<file path="src/rtl/div_unit_pkg.sv">
// div_unit_pkg: shared state codes and control constants for the divider.
package div_unit_pkg;

  // Divider FSM state codes (2 bits).
  typedef enum logic [1:0] {
    DIV_IDLE = 2'b00,
    DIV_ON   = 2'b01,
    DIV_END  = 2'b10
  } div_state_e;

  localparam logic DIV_RESULT_READY     = 1'b1;
  localparam logic DIV_RESULT_NOT_READY = 1'b0;
  localparam logic DIV_START            = 1'b1;
  localparam logic DIV_STOP             = 1'b0;

endpackage

</file>
<file path="src/rtl/div_step.sv">
// div_step: one combinational restoring-division iteration.
// Shifts the next dividend bit into the partial remainder and subtracts the
// divisor when it fits, producing one quotient bit.
module div_step #(
  parameter int WIDTH = 32
) (
  input  logic [WIDTH:0]   rem,
  input  logic             dbit,
  input  logic [WIDTH-1:0] divisor,
  output logic [WIDTH:0]   rem_next,
  output logic             qbit
);

  logic [WIDTH+1:0] shifted;
  logic [WIDTH:0]   diff;

  // Trial subtraction; keep the difference only when it does not go negative.
  always_comb begin
    shifted  = {rem, dbit};
    diff     = shifted[WIDTH:0] - {1'b0, divisor};
    qbit     = (shifted >= {2'b00, divisor});
    rem_next = qbit ? diff : shifted[WIDTH:0];
  end

endmodule

</file>
<file path="src/rtl/div_unit.sv">
// div_unit: multi-cycle radix-2 restoring divider for DIV/DIVU.
// Delivers {HI=remainder, LO=quotient} with a one-cycle ready pulse and
// requests a pipeline stall while iterating.
// Optional build macro DIV_ZERO_FAST_EN: a zero divisor finishes in one cycle
// with result {opdata1, all-ones}.
module div_unit
  import div_unit_pkg::*;
#(
  parameter int WIDTH = 32,
  parameter int CNT_W = 6
) (
  input  logic               clk,
  input  logic               rst,
  input  logic               start,
  input  logic               signed_div,
  input  logic               annul,
  input  logic [WIDTH-1:0]   opdata1,
  input  logic [WIDTH-1:0]   opdata2,
  output logic [2*WIDTH-1:0] result,
  output logic               ready,
  output logic               stall_req
);

  div_state_e       state, state_n;
  logic [CNT_W-1:0] cnt;
  logic [WIDTH-1:0] dvd;
  logic [WIDTH-1:0] dvs;
  logic [WIDTH:0]   rem;
  logic [WIDTH:0]   rem_next;
  logic [WIDTH-2:0] quo;
  logic             qbit;
  logic             sign_q;
  logic             sign_r;
  logic             go;
  logic             last_step;
  logic             zero_div;

  // Two's-complement magnitude, only when the operand is treated as signed.
  function automatic logic [WIDTH-1:0] abs_val(input logic [WIDTH-1:0] v, input logic en);
    logic signed [WIDTH-1:0] sv;
    sv = $signed(v);
    return (en && (sv < 0)) ? (~v + WIDTH'(1)) : v;
  endfunction

  // Conditional negation applied to the unsigned quotient/remainder.
  function automatic logic [WIDTH-1:0] fix_sign(input logic [WIDTH-1:0] v, input logic neg);
    return neg ? (~v + WIDTH'(1)) : v;
  endfunction

  assign go        = (state == DIV_IDLE) && (start == DIV_START) && !annul;
  assign last_step = (cnt == CNT_W'(WIDTH - 1));
  assign stall_req = go || (state == DIV_ON);
  assign ready     = ((state == DIV_END) && !annul) ? DIV_RESULT_READY : DIV_RESULT_NOT_READY;
`ifdef DIV_ZERO_FAST_EN
  assign zero_div  = (opdata2 == '0);
`else
  assign zero_div  = 1'b0;
`endif

  div_step #(.WIDTH(WIDTH)) u_step (
    .rem      (rem),
    .dbit     (dvd[WIDTH-1]),
    .divisor  (dvs),
    .rem_next (rem_next),
    .qbit     (qbit)
  );

  // State register.
  always_ff @(posedge clk or posedge rst) begin
    if (rst) state <= DIV_IDLE;
    else     state <= state_n;
  end

  // Next-state logic; annul wins over everything, including start.
  always_comb begin
    state_n = state;
    if (annul) begin
      state_n = DIV_IDLE;
    end else begin
      case (state)
        DIV_IDLE: if (start == DIV_START) state_n = zero_div ? DIV_END : DIV_ON;
        DIV_ON:   if (last_step) state_n = DIV_END;
        DIV_END:  state_n = DIV_IDLE;
        default:  state_n = DIV_IDLE;
      endcase
    end
  end

  // Operand capture, iteration datapath and the result register.
  always_ff @(posedge clk or posedge rst) begin
    if (rst) begin
      cnt    <= '0;
      dvd    <= '0;
      dvs    <= '0;
      rem    <= '0;
      quo    <= '0;
      sign_q <= 1'b0;
      sign_r <= 1'b0;
      result <= '0;
    end else if (!annul) begin
      if (go) begin
        cnt    <= '0;
        rem    <= '0;
        quo    <= '0;
        dvd    <= abs_val(opdata1, signed_div);
        dvs    <= abs_val(opdata2, signed_div);
        sign_q <= signed_div && (opdata1[WIDTH-1] ^ opdata2[WIDTH-1]);
        sign_r <= signed_div && opdata1[WIDTH-1];
        if (zero_div) result <= {opdata1, {WIDTH{1'b1}}};
      end else if (state == DIV_ON) begin
        cnt <= cnt + CNT_W'(1);
        dvd <= {dvd[WIDTH-2:0], 1'b0};
        rem <= rem_next;
        quo <= {quo[WIDTH-3:0], qbit};
        if (last_step)
          result <= {fix_sign(rem_next[WIDTH-1:0], sign_r), fix_sign({quo, qbit}, sign_q)};
      end
    end
  end

endmodule

</file>
<file path="config.mk">
export PLATFORM = sky130hd
export DESIGN_NAME = div_unit
export DESIGN_NICKNAME = d
export VERILOG_FILES = /design/src/rtl/div_unit_pkg.sv /design/src/rtl/div_step.sv /design/src/rtl/div_unit.sv
export SDC_FILE = /design/constraint.sdc
export NUM_CORES = 1
export LEC_CHECK = 0
export BUFFER_PORTS_ARGS = -buffer_cell sky130_fd_sc_hd__buf_2
export CORE_AREA = 3 3 244 222
export CTS_BUF_LIST = sky130_fd_sc_hd__clkbuf_8
export CTS_CLUSTER_DIAMETER = 100
export DETAILED_ROUTE_END_ITERATION = 7
export DIE_AREA = 0 0 247 225
export PLACE_DENSITY = 0.49
export SYNTH_ARGS = -nofsm -noshare
export SYNTH_HDL_FRONTEND = slang
export SYNTH_HIERARCHICAL = 1
export SYNTH_SLANG_ARGS = --single-unit
</file>
<file path="constraint.sdc">
create_clock -name clk -period 7.2 [get_ports clk]
set_input_delay 0.36 -clock clk [delete_from_list [all_inputs] [get_ports clk]]
set_output_delay 0.36 -clock clk [all_outputs]
set_load 0.05 [all_outputs]
</file>
== After elaboration in Yosys (flattened, before gate mapping) ==
Cells that the tools add are included.
Operators by class
  $lt $le $gt $ge: 3
  bitwise gates (word level): 7
  multiplexer cells: 18
  equality and inequality tests: 5
  add/subtract/negate cells: 6
  reductions and logical operators: 15
Operators with widths (count)
  $mux 32: 6
  $add 32x1->32 const B: 4
  $not 32->32: 4
  $mux 33: 3
  $lt 32x1->1 const B: 2
  $mux 31: 2
  $ge 34x32->1: 1
  $sub 33x32->33: 1
  $mux 6: 2
  $logic_and 1x1->1: 7
  $add 6x1->6 const B: 1
  $eq 6x5->1 const B: 1
  $mux 2: 3
  $ne 3x3->1 const B: 2
  $reduce_and 2->1: 3
  $pmux 2 s2: 1
  $reduce_and 4->1: 1
  $eq 2x1->1 const B: 1
  $eq 2x2->1 const B: 1
  $logic_not 2->1: 1
  $not 1->1: 2
  $reduce_bool 2->1: 1
  $logic_not 1->1: 1
  $logic_or 1x1->1: 1
  other kinds (2): 2
Word-level totals
  register bits after elaboration: 202
  word-level logic and storage cells: 63

== Longest topological paths before layout ==
  word-level depth: 5
  depth in mapped cells: 20
  gate-level depth less buffers: 19

== Cells and area by module ==
The synthesis kept the hierarchy.
By module, submodules not included
  div_unit: seq. area each 5054.8 µm², area an instance 10597.7 µm², instances 1, cells each 1151
  div_step: seq. area each 0.0 µm², area an instance 2322.2 µm², instances 1, cells each 371

== Least setup slack after synthesis ==
OpenSTA, ideal clock, no wires.
  kind: register to register
  start point: register dvd[31]
  end point: register result[57]
  data required time: 7.073 ns
  arrival time: 4.448 ns
  stages on the path, launching flop included: 18
  path slack: 2.624 ns
  library setup time: 0.127 ns
  clock period less this slack: 4.576 ns
  cells stage by stage: dfrtp_1 -> inv_1 -> ha_1 -> inv_1 -> fa_1 -> a211oi_1 -> o21ai_0 -> a21oi_1 -> o21ai_1 -> a31oi_1 -> o211ai_1 -> buf_2 -> mux2_1 -> or4_1 -> or4_4 -> nor3_2 -> a211o_1 -> nand3_1
On the way
  word-level cells in the longest chain between the ends: 5
RTL lines
  from (decl): RTL line div_unit.sv:26  | logic [WIDTH-1:0] dvd;
  from (signal assigned): RTL line div_unit.sv:105  | dvd <= abs_val(opdata1, signed_div);
  from (signal assigned): RTL line div_unit.sv:112  | dvd <= {dvd[WIDTH-2:0], 1'b0};
  $sub 33x32->33 / $ge 34x32->1 (equally long branches): RTL line div_step.sv:20, div_step.sv:21
  $mux 33 *: RTL line div_step.sv:22  | rem_next = qbit ? diff : shifted[WIDTH:0];
  via rem_next[1]: RTL line div_unit.sv:29  | logic [WIDTH:0] rem_next;
  $not 32->32 *: RTL line div_unit.sv:47  | return neg ? (~v + WIDTH'(1)) : v;
  $add 32x1->32 *: RTL line div_unit.sv:47
  $mux 32 *: RTL line div_unit.sv:47
  to (signal assigned): RTL line div_unit.sv:109  | if (zero_div) result <= {opdata1, {WIDTH{1'b1}}};
  to (signal assigned): RTL line div_unit.sv:116  | result <= {fix_sign(rem_next[WIDTH-1:0], sign_r), fix_sign({quo, qbit}, sign_q)};
  to (decl): RTL line div_unit.sv:19  | output logic [2*WIDTH-1:0] result,
The timed path passes the listed nets; every way through them passes the cells marked *.
A chain may end at the register's enable or synchronous reset.

== Final worst setup path ==
  start point: register dvd[31]
  end point: register result[57]
On the way
  word-level cells in the longest chain between the ends: 5
RTL lines
  $ge 34x32->1: RTL line div_step.sv:21  | qbit = (shifted >= {2'b00, divisor});
  via qbit: RTL line div_unit.sv:31  | logic qbit;
  $mux 33: RTL line div_step.sv:22
  via rem_next[1]: RTL line div_unit.sv:29
  $not 32->32: RTL line div_unit.sv:47
  $add 32x1->32: RTL line div_unit.sv:47
  $mux 32: RTL line div_unit.sv:47
The timed path passes the listed nets, and every way through them passes these cells.

==> metrics.md <==
| Metric | Value |
|---|---|
| Arrival time at the worst endpoint | about 5.6 ns |
| Total design power | ~6.0 mW |
| Die W | 247 um |
| Post-synthesis adder-cell area fraction | 0.0374 |
| Reg2Reg Depth | 17 |
| Static leakage | 6.75 nW |
| Unrepaired setup endpoints after global routing | no |
| Fin. max-slew vios | 0 |
| Maximum clock rate | 0.194 GHz |
| Hold Path Depth | 3 |
| Root Driver | clkbuf_8 |
| DRC | 0 |
| Final Worst Setup Slack | roughly 2.0 ns |
| TritonCTS clock tree | yes |
| R2R Path End | result[57] |
| Worst R2R Setup Slack | 2.05 ns |
| Crit end category | register |
| Hold Vio Cnt, Final | 0 |
| Simple-gate area share of the yosys netlist | 0.203 |
| WL/cell | around 17 um |
| Routability cong. | around 0.86 |
| Starting Density | 0.250 |
| Mux cell area share after synthesis | 0.0127 |
| Footprint of the multi-input gates | 7290 um^2 |
| Filler cell count | between 5000 and 6000 |
| CTS Buffer Depth | 3 |
| CTS Buf Count | 42 |
| Critical Path RT | 7.67 ns |
| Ys flop type | dfrtp_1 |
| Fin nets | 1728 |
| Final Setup Violations | 0 |
| Ys Warns | 6 |
| Clock transition at path regs | approximately 0.060 ns |
| Yosys cell types | between 70 and 80 |
| Post-synth EDFFs | 0 |
| Rel. slew slack | 0.296 |
| Vias after detailed routing | 11607 |
| Most frequent cells after synthesis | nand2_1, dfrtp_1, o21ai_0 |
| Most common cell in the netlist | nand2_1 |
| Post-Syn Area per Cell | approximately 8.5 um^2 |
| Vias in the first global route | between 10000 and 15000 |
| First-pass GRT wire length | ~64 mm |
| Synth Cell Area | 12900 um^2 |
| Reg area | about 5000 um^2 |
| Post-DRT Antenna Nets | 0 |
| Post-synthesis sequential area ratio | 0.391 |
| Startpoint Class | register |
| Peak supply drop | 0.161 mV |
| Gr usage total | 0.145 |
| Worst reg2reg startpoint | dvd[31] |
| Largest net degree at the start of global routing | 120 |
| Crit path time final | slightly above 5 ns |
| Worst Hold Class | in2reg |
| Area Growth Syn to Fin | 17.3% |
| Post-Synth XOR/XNOR Area | 0.0881 |
| Avg Vias per Cell | just under 5 |
| Core Rows | 79 |
| Iter 0 DRT Violations | roughly 830 |
| # H-tree levels | 2 |
| Top cell type by total area after synthesis | dfrtp_1 |
| Die area | approximately 56000 um^2 |
| Setup CP Type | reg2reg |
| Global route overflow | 0 |
| Worst Hold Path EP | dvs[1] |
| Crit-path max FO | 20 |
| Worst-margin pin slew | roughly 1.1 ns |
| Antenna violations before repair | 8 |
| Hold_sp | opdata2[1] |
| Period utilization | 0.715 |
| Fraction of layout cells with a size suffix above 1 | 0.151 |
| Post-Place Worst Slack | slightly above 2 ns |
| Main combinational cell family by area after synthesis | compound AO/OA/AOI/OAI gates |
| TNS Setup | 0 ns |
| Synth top area share | 0.391 |
| Outcome | finished, final reports clean |
| Final instance area | 15200 um^2 |
| Post-CTS Repair Setup Buffers | 0 |
| Power Dens Cells | ~400 nW/um^2 |
| Height of the die | 225 um |
| DP HPWL | a little under 30 mm |
| Core footprint | a little over 50000 um^2 |
| PostCTS Resize Cnt | 0 |
| Clock latency on the worst-skew pair | 0.60 ns |
| CTS Hold Bufs | 1 |
| Worst Skew | approximately 0.031 ns |
| DP Area | between 10000 and 15000 um^2 |
| Max Cap Violations | 0 |
| Clock sinks | 202 |
| Syn Inst Count | 1522 |
| Mapped Nets | between 1500 and 2000 |
| DR pass1 iterations | 5 |
| WL final | roughly 40 mm |
| Compound-cell area share of the yosys netlist | 0.221 |
| Async set or reset register ratio after synthesis | 1.00 |
| #FFs+latches synth | between 200 and 250 |
| Num ports | around 140 |
| Buffers on Ports | between 100 and 150 |
| Ranking of synthesized cells by area | dfrtp_1, nand2_1, xor2_1 |
==> cell type report <==
| type | instances | share of cell area |
|---|---|---|
| multi-input cells | 1166 | 0.481 |
| diodes | 3 | 0.000495 |
| inverters | 60 | 0.0154 |
| flip-flops and latches | 202 | 0.333 |
| clock buffers | 60 | 0.0545 |
| well taps | 688 | 0.0568 |
| repair buffers | 149 | 0.0518 |
| clock inverters | 16 | 0.00677 |
==> metal layers <==
metal / global-route usage / vias up / part of all wire
met2: 0.207 / 308 / 0.41
met3: 0.0375 / 61 / 0.070
met1: 0.215 / 5553 / 0.50
met5: 0 / - / 0.00084
li1: - / 5679 / -
met4: 0.0369 / 6 / 0.018
==> cells by family (layout without fill, tap and decap cells) <==
logic type | count (synthesis) | count (layout)
flops | 202 | 202
compound gates | 442 | 442
simple gates | 541 | 541
mux | 15 | 15
buf+inv | 154 | 285
xor+xnor | 130 | 130
other cells | 0 | 3
fa+ha+maj | 38 | 38
==> state kept, by name, summed over array words and instances (netlist names) <==
| signal | flops |
|---|---|
| dvs | 32 |
| dvd | 32 |
| sign_r | 1 |
| sign_q | 1 |
| rem | 33 |
| state | 2 |
| result | 64 |
| cnt | 6 |
| quo | 31 |
==> worst max-delay path by stage <==
| stage | end | depth (start not counted) | slack, ns | start |
|---|---|---|---|---|
| 6_report | result[57] | 17 | 2.05 | dvd[31] |
| 5_1_grt | result[58] | 19 | 1.71 | dvd[31] |
| 4_1_cts | result[57] | 17 | 2.04 | dvd[31] |
| 3_5_place_dp | result[57] | 17 | 2.08 | dvd[31] |
| 3_3_place_gp | result[57] | 17 | 2.17 | dvd[31] |
| 2_1_floorplan | cnt[0] | 1 | 1.33 | rst |
==> metrics by stage <==
step	hold slack, ns	util	instances
floorplan	0.450	-	1522
global placement	0.457	0.275	2264
detailed placement	0.465	0.275	2264
CTS	0.00841	0.293	2341
global route	0.0332	0.293	2343
finish	0.0767	0.293	2344
==> placed cells by master, fill, tap and decap left out, types with 10 or more instances in the layout <==
cell	synthesis	routed
nor2_1	90	89
nor3_1	20	19
inv_1	56	64
a22o_1	40	40
clkbuf_8	0	60
nor3b_1	10	10
xor2_1	88	88
or4_1	13	13
a31oi_1	17	17
ha_1	37	37
and3_1	27	27
o21ai_1	15	15
xnor2_1	42	42
nand4_1	25	25
o31ai_1	31	31
dfrtp_1	202	202
nor4_1	19	19
nand3_1	22	22
buf_2	7	134
o41ai_1	17	17
nand2_1	245	245
o21ai_0	128	128
a21oi_1	113	113
or3_1	20	19
buf_4	1	14
==> report_power, final <==
part / switching (mW) / internal [mW] / leakage, nW
combinational: 2.11 / 1.09 / 3.57
clock: 0.544 / 0.772 / 0.515
sequential: 0.159 / 1.31 / 2.67
total: 2.81 / 3.17 / 6.75
==> critical path, stage by stage (launching register included) <==
cell and delay, ns:
dfrtp_1 0.40, inv_1 0.07, ha_1 0.15, inv_1 0.05
fa_1 0.42, a211oi_1 0.32, o21ai_0 0.14, a21oi_1 0.32
o21ai_1 0.18, a31oi_1 0.25, o211ai_1 0.13, buf_4 0.29
mux2_1 0.39, or4_1 0.67, or4_4 0.60, nor3_2 0.39
a211o_1 0.19, nand3_1 0.07
(Power assumes the default switching activity.)
